File: src/rtl/dt_mode_ctrl.sv
// dT source controller: sequences the internal estimator (init, warm-up, stale
// detection) and selects between the external dT and the estimator output.
module dt_mode_ctrl #(
  parameter int WARM_SAMPLES = 4,
  parameter int TIMEOUT_CYC  = 1024,
  parameter int CW           = 16
) (
  input  logic       clk,
  input  logic       rst,
  input  logic       enable,
  input  logic       dt_mode,
  input  logic       t_valid,
  input  logic [7:0] T_in,
  input  logic [7:0] dT_ext,
  input  logic       dT_ext_valid,
  input  logic [7:0] est_dT,
  input  logic       est_valid,
  output logic [7:0] est_T,
  output logic       est_init,
  output logic [7:0] dT_out,
  output logic       dT_valid,
  output logic [1:0] state,
  output logic       stale
);

  typedef enum logic [1:0] {
    IDLE = 2'd0,
    WARM = 2'd1,
    RUN  = 2'd2
  } state_t;

  localparam logic [7:0]    WARM_LAST = 8'(WARM_SAMPLES - 1);
  localparam logic [CW-1:0] TO_LAST   = CW'(TIMEOUT_CYC - 1);
  localparam bit            TO_EN     = (TIMEOUT_CYC != 0);

  state_t        state_reg, state_next;
  logic [7:0]    est_t_reg, est_t_next;
  logic          est_init_reg, est_init_next;
  logic [7:0]    dt_out_reg, dt_out_next;
  logic          dt_valid_reg, dt_valid_next;
  logic          stale_reg, stale_next;
  logic [7:0]    warm_cnt_reg, warm_cnt_next;
  logic [CW-1:0] to_cnt_reg, to_cnt_next;

  always_ff @(posedge clk) begin
    if (rst) begin
      state_reg    <= IDLE;
      est_t_reg    <= '0;
      est_init_reg <= 1'b0;
      dt_out_reg   <= '0;
      dt_valid_reg <= 1'b0;
      stale_reg    <= 1'b0;
      warm_cnt_reg <= '0;
      to_cnt_reg   <= '0;
    end else begin
      state_reg    <= state_next;
      est_t_reg    <= est_t_next;
      est_init_reg <= est_init_next;
      dt_out_reg   <= dt_out_next;
      dt_valid_reg <= dt_valid_next;
      stale_reg    <= stale_next;
      warm_cnt_reg <= warm_cnt_next;
      to_cnt_reg   <= to_cnt_next;
    end
  end

  always_comb begin
    state_next    = state_reg;
    est_t_next    = est_t_reg;
    est_init_next = 1'b0;
    dt_out_next   = dt_out_reg;
    dt_valid_next = 1'b0;
    stale_next    = stale_reg;
    warm_cnt_next = warm_cnt_reg;
    to_cnt_next   = to_cnt_reg;

    if (!enable) begin
      state_next = IDLE;
    end else if (!dt_mode) begin
      // External path: abort wins over any same-cycle sample.
      state_next    = IDLE;
      dt_out_next   = dT_ext;
      dt_valid_next = dT_ext_valid;
    end else begin
      unique case (state_reg)
        IDLE: begin
          if (t_valid) begin
            est_t_next    = T_in;
            est_init_next = 1'b1;
            stale_next    = 1'b0;
            warm_cnt_next = '0;
            state_next    = WARM;
          end
        end
        WARM: begin
          if (t_valid) begin
            est_t_next    = T_in;
            warm_cnt_next = warm_cnt_reg + 8'd1;
            if (warm_cnt_reg == WARM_LAST) begin
              state_next  = RUN;
              to_cnt_next = '0;
            end
          end
        end
        RUN: begin
          dt_out_next   = est_dT;
          dt_valid_next = est_valid;
          if (t_valid) begin
            est_t_next  = T_in;
            to_cnt_next = '0;
          end else begin
            if (to_cnt_reg != '1)
              to_cnt_next = to_cnt_reg + 1'b1;
            // A sample arriving on the expiry cycle takes the branch above.
            if (TO_EN && (to_cnt_reg == TO_LAST)) begin
              stale_next    = 1'b1;
              dt_valid_next = 1'b0;
              state_next    = IDLE;
            end
          end
        end
        default: state_next = IDLE;
      endcase
    end
  end

  assign state    = state_reg;
  assign est_T    = est_t_reg;
  assign est_init = est_init_reg;
  assign dT_out   = dt_out_reg;
  assign dT_valid = dt_valid_reg;
  assign stale    = stale_reg;

endmodule

File: config.mk
export PLATFORM = sky130hd
export DESIGN_NAME = dt_mode_ctrl
export DESIGN_NICKNAME = d
export VERILOG_FILES = /design/src/rtl/dt_mode_ctrl.sv
export SDC_FILE = /design/constraint.sdc
export NUM_CORES = 1
export LEC_CHECK = 0
export CAP_MARGIN = 20
export CORE_AREA = 2 2 76 78
export CTS_CLUSTER_DIAMETER = 120
export DETAILED_ROUTE_END_ITERATION = 10
export DIE_AREA = 0 0 78 80
export PLACE_DENSITY = 0.7
export SETUP_SLACK_MARGIN = 0.05
export SYNTH_ARGS = -nofsm -noshare
export SYNTH_HDL_FRONTEND = slang
export SYNTH_SLANG_ARGS = --single-unit
File: constraint.sdc
create_clock -name clk -period 2.3 [get_ports clk]
set_clock_uncertainty 0.2 [all_clocks]
set_input_delay 0.46 -clock clk [delete_from_list [all_inputs] [get_ports clk]]
set_output_delay 0.46 -clock clk [all_outputs]
set_load 0.01 [all_outputs]
Word level (Yosys, flattened, before mapping)
Cells that the tools add are included.
- input bits: 31
- output and inout bits: 21
- register bits after elaboration: 45
- word-level logic and storage cells: 64
- add/subtract/negate cells: 2
- muxes and demuxes: 25
- equality and inequality tests: 12
- reduce and logical (&&, ||, !) cells: 14
- bitwise gates (word level): 3
- operator list (kind ; count):
    16-bit 2-to-1 mux ; 4
    8-bit 2-to-1 mux ; 4
    16-bit case mux with 2 select lines ; 1
    16-bit by 1-bit adder with 16-bit output, second input constant ; 1
    16-bit by 10-bit == test with 1-bit output, second input constant ; 1
    16-bit != test, second input constant ; 1
    8-bit case mux with 2 select lines ; 1
    6-bit AND reduction ; 2
    2-bit 2-to-1 mux ; 5
    2-bit != test, second input constant ; 5
    5-bit AND reduction ; 2
    8-bit by 1-bit adder with 8-bit output, second input constant ; 1
    8-bit by 2-bit == test with 1-bit output, second input constant ; 1
    1-bit 2-to-1 mux ; 8
    2-bit case mux with 3 select lines ; 1
    2-bit nonzero test ; 3
    3-bit OR reduction ; 2
    4-bit AND reduction ; 1
    4-bit OR reduction ; 1
    3-bit != test, second input constant ; 1
    1-bit inverter ; 3
    2-bit by 1-bit == test with 1-bit output, second input constant ; 1
    2-bit == test, second input constant ; 1
    2-bit logical NOT ; 1
    4 further kinds ; 4

Longest topological paths before layout
- depth after elaboration: 5
- gate-level depth with buffers: 7

Worst setup path before layout
No wires, ideal clock.
- path kind: input port to flip-flop
- start point: input port t_valid
- end point: register to_cnt_reg[8]
- required time: 2.043 ns
- path slack: 0.076 ns
- path buffers: 2
- data arrival time: 1.966 ns
- setup time: 0.057 ns
- stages on the path: 7
- cell sequence: buf_2 or3b_4 or3_4 o21bai_4 buf_6 o41ai_2 a21o_1
- word-level cells in the longest chain between the ends: 2
- elaborated cells on any way between the ends: 5
- ends and longest elaborated chain (item ; line ; RTL):
    start, declared ; 12 ; input logic t_valid,
    3-bit != test (no line), or another cell as far along ; n/a ;
    6-bit AND reduction (no line) / 16-bit case mux with 2 select lines (equally long branches) ; n/a ;
    end signal, assigned ; 63 ; to_cnt_reg <= to_cnt_next;
    end, declared ; 43 ; logic [CW-1:0] to_cnt_reg, to_cnt_next;
Parallel ways exist; a longest one is shown, timed or not.
A chain may end at the register's enable or synchronous reset.

Final worst setup path
- start point: register to_cnt_reg[11]
- end point: register to_cnt_reg[12]
- word-level cells in the longest chain between the ends: 4
- elaborated cells on any way between the ends: 7
- ends and longest elaborated chain (item ; line ; RTL):
    16-bit by 1-bit adder with 16-bit output ; 113 ; to_cnt_next = to_cnt_reg + 1'b1;
    16-bit 2-to-1 mux ; 112 ; if (to_cnt_reg != '1)
    16-bit 2-to-1 mux ; 108 ; if (t_valid) begin
    16-bit case mux with 2 select lines ; 85 ; unique case (state_reg)
Parallel ways exist; a longest one is shown, timed or not. The select of a mux whose other input is x is not followed.

==> flow_summary.json <==
{
  "register_area_um2": 903,
  "fp.dieArea_um2": 6240,
  "netlist_area_um2": 2190,
  "crit_path_top_delay_cell": "or3_2",
  "fin_nets": 354,
  "syn_nets": 279,
  "yosysSeqAreaShare_pct": 41.1,
  "clockBufferDepth": 2,
  "antenna_cells": 0,
  "cellPowerDensity_nw_per_um2": 487,
  "hp-class": "register to register",
  "power.total_mw": 1.48,
  "ctsHoldBuffers": 0,
  "yosysWarnings": 0,
  "critPathMaxStageDelay_ns": 0.54,
  "ys_types": 51,
  "synth_compound_area_share_pct": 18.7,
  "first_pass_iters": 5,
  "maxCapViolCount": 0,
  "routed_wl_um": 5410,
  "synth.largest_area_cell": "dfxtp_1",
  "whs_ns": 0.279,
  "p_seq_share_pct": 54.4,
  "grt_overflow": 0,
  "status": "finished clean",
  "die_w_um": 78,
  "netlist_instances": 246,
  "endpoint_kind": "register",
  "fp.coreArea_um2": 5410,
  "initial_core_util_pct": 40.6,
  "track_usage_pct": 18.6,
  "period_share_pct": 92.5,
  "viasPerCell": 5.34,
  "max_freq_ghz": 0.470,
  "dpl.hpwl_um": 4050,
  "synthXorXnorAreaFrac_pct": 2.80,
  "drt-initial-drc-count": 104,
  "synth_fa_ha_area_share_pct": 1.14,
  "num_rows": 27,
  "rsz0062_at_grt": "false",
  "start_kind": "register",
  "cts_tree": "yes",
  "cp.required_ns": 2.30,
  "ys_top_cells_by_count": "dfxtp_1 (45), nor2_1 (34), nand2_1 (17), mux2i_1 (16), o21ai_0 (10)",
  "drc": 0,
  "synth_enable_flop_cells": 0,
  "p_sw_uw": 361,
  "synthFlopType": "dfxtp_1",
  "hold_viol": 0,
  "drive_above_1_share_pct": 15.2,
  "cts-root-buf": "clkbuf_8",
  "synth.area.mux_share_pct": 7.31,
  "finalInstanceArea_um2": 3040,
  "cellLeakagePower_nw": 1.23,
  "vias": 2102,
  "clock-sinks": 45,
  "grt_pass1_wl_um": 9230,
  "criticalPathCategory": "register to register",
  "placed_area_um2": 2930,
  "relSlewSlack_pct": 69.7,
  "synth_top_family_by_area": "simple AND/OR/NAND/NOR gates",
  "clkLatencyLatePin_ns": 0.30,
  "grt_pass1_vias": 2035,
  "tightestPinTransition_ns": 0.451,
  "numCtsBuffers": 5,
  "reg2reg_slack_ns": 0.17,
  "die_y_um": 80,
  "internal_power_mw": 1.12,
  "worstPathArrival_ns": 2.13,
  "wl_per_cell_um": 13.7,
  "avgSynthCellArea_um2": 8.91,
  "grt_max_degree": 21,
  "clockPowerShare_pct": 33.5,
  "cp_top_family": "compound AO/OA/AOI/OAI gates",
  "cp_max_fo": 5,
  "htree_levels": 2,
  "fillCellCount": 502,
  "vdd_ir_drop_max_v": 0.000302,
  "path_cells": "nand3_1, or3_2, o311a_4, a211o_1, o41ai_1",
  "multi_input_area_um2": 1220,
  "antenna_found_initial": 0,
  "finalSetupViolations": 0,
  "period_needed_ns": 2.13,
  "ys_ff_latch": 45,
  "synthSimpleGateAreaFrac_pct": 25.5,
  "ios": 52,
  "synth.most_common_cell": "dfxtp_1",
  "synth_area_leaders": "dfxtp_1 (41%), mux2i_1 (7.3%), nor2_1 (5.8%)",
  "slew_violations": 0,
  "crit_buf_inv": 0,
  "area_growth_pct": 38.5,
  "p_sw_share_pct": 24.4,
  "ant_nets": 0,
  "synthArstFlopShare_pct": 0,
  "largest_register_ffs": 16,
  "yosysTopAreaCellShare_pct": 41.1,
  "gp_routability_congestion": 0.794,
  "io_buffers": 51,
  "power_frac_comb_pct": 12.1,
  "clkSlewWorstSetupHoldPaths_ns": 0.09
}
## worst reg2reg max path, stage by stage (launching register included)
cell and delay, ns:
dfxtp_1 0.41, nand3_1 0.11, or3_2 0.54, o311a_4 0.43, a211o_1 0.27, o41ai_1 0.06
## cell type report
cell class | count | area share [%]
repair buffers | 78 | 23.4
flip-flops and latches | 45 | 29.7
clock inverters | 2 | 0.494
multi-input cells | 185 | 40.2
clock buffers | 6 | 2.39
well taps | 72 | 2.97
inverters | 6 | 0.742
## layout by cell type (no fill, tap or decap), types with 3 or more instances in the layout
cell type / instances
nand4_1: 7
a211o_1: 5
xnor2_1: 3
and3_1: 5
clkbuf_8: 5
inv_1: 6
a21oi_1: 8
a211oi_1: 8
xor2_1: 4
mux2i_1: 16
nor2_1: 34
nand2_1: 17
nand3_1: 9
clkdlybuf4s50_1: 50
nor4_1: 5
buf_4: 27
o21ai_0: 10
dfxtp_1: 43
a21o_1: 5
o31ai_1: 3
or3_1: 3
nor3_1: 5
nor2b_1: 5
## layer usage
metal | wire length, um | up-vias | GRT usage [%]
met5 | 0 | - | 0
met4 | 113 | 0 | 8.25
met3 | 314 | 12 | 4.98
met2 | 2690 | 67 | 32.5
met1 | 2300 | 972 | 21.2
li1 | - | 1051 | -
## cells by family after synthesis
kind of cell             after synthesis
adder cells (fa/ha/maj)                2
flip-flops                            45
buffers and inverters                 16
AO/OA/AOI/OAI                         53
AND/OR/NAND/NOR                      107
multiplexers                          16
XOR/XNOR                               7
## timing repair
item                                    CTS  global route
gates cloned                              0             0
endpoints found under the setup margin    3             6
endpoints found under the hold margin     0             0
gates resized for setup                   1             3
setup buffers                             1             0
## stage by stage
stage	instances	utilization [%]	setup TNS (ns)	worst slack (ns)
floorplan	246	-	0	0.0765
global placement	385	54.3	-3.19	-0.294
detailed placement	385	54.3	-3.58	-0.312
CTS	394	56.0	0	0.137
global route	394	56.2	0	0.0575
finish	394	56.2	0	0.173
## worst paths after layout
kind | startpoint | end | depth (start not counted)
hold / removal | warm_cnt_reg[1]$_SDFFE_PP0P_ | warm_cnt_reg[1]$_SDFFE_PP0P_ | 2
setup / recovery | to_cnt_reg[11]$_SDFFE_PP0P_ | to_cnt_reg[12]$_SDFFE_PP0P_ | 5
setup reg to reg | to_cnt_reg[11]$_SDFFE_PP0P_ | to_cnt_reg[12]$_SDFFE_PP0P_ | 5
hold reg to reg | warm_cnt_reg[1]$_SDFFE_PP0P_ | warm_cnt_reg[1]$_SDFFE_PP0P_ | 2
## power groups by stage
stage | combinational (mW) | clock, mW | sequential [mW]
after floorplan | 0.0626 | 0 | 0.830
after detailed placement | 0.181 | 0 | 0.823
after global routing | 0.195 | 0.537 | 0.807
final | 0.179 | 0.495 | 0.804
after global placement | 0.179 | 0 | 0.822
after CTS | 0.180 | 0.511 | 0.805
Power figures use the tool's default switching activity.
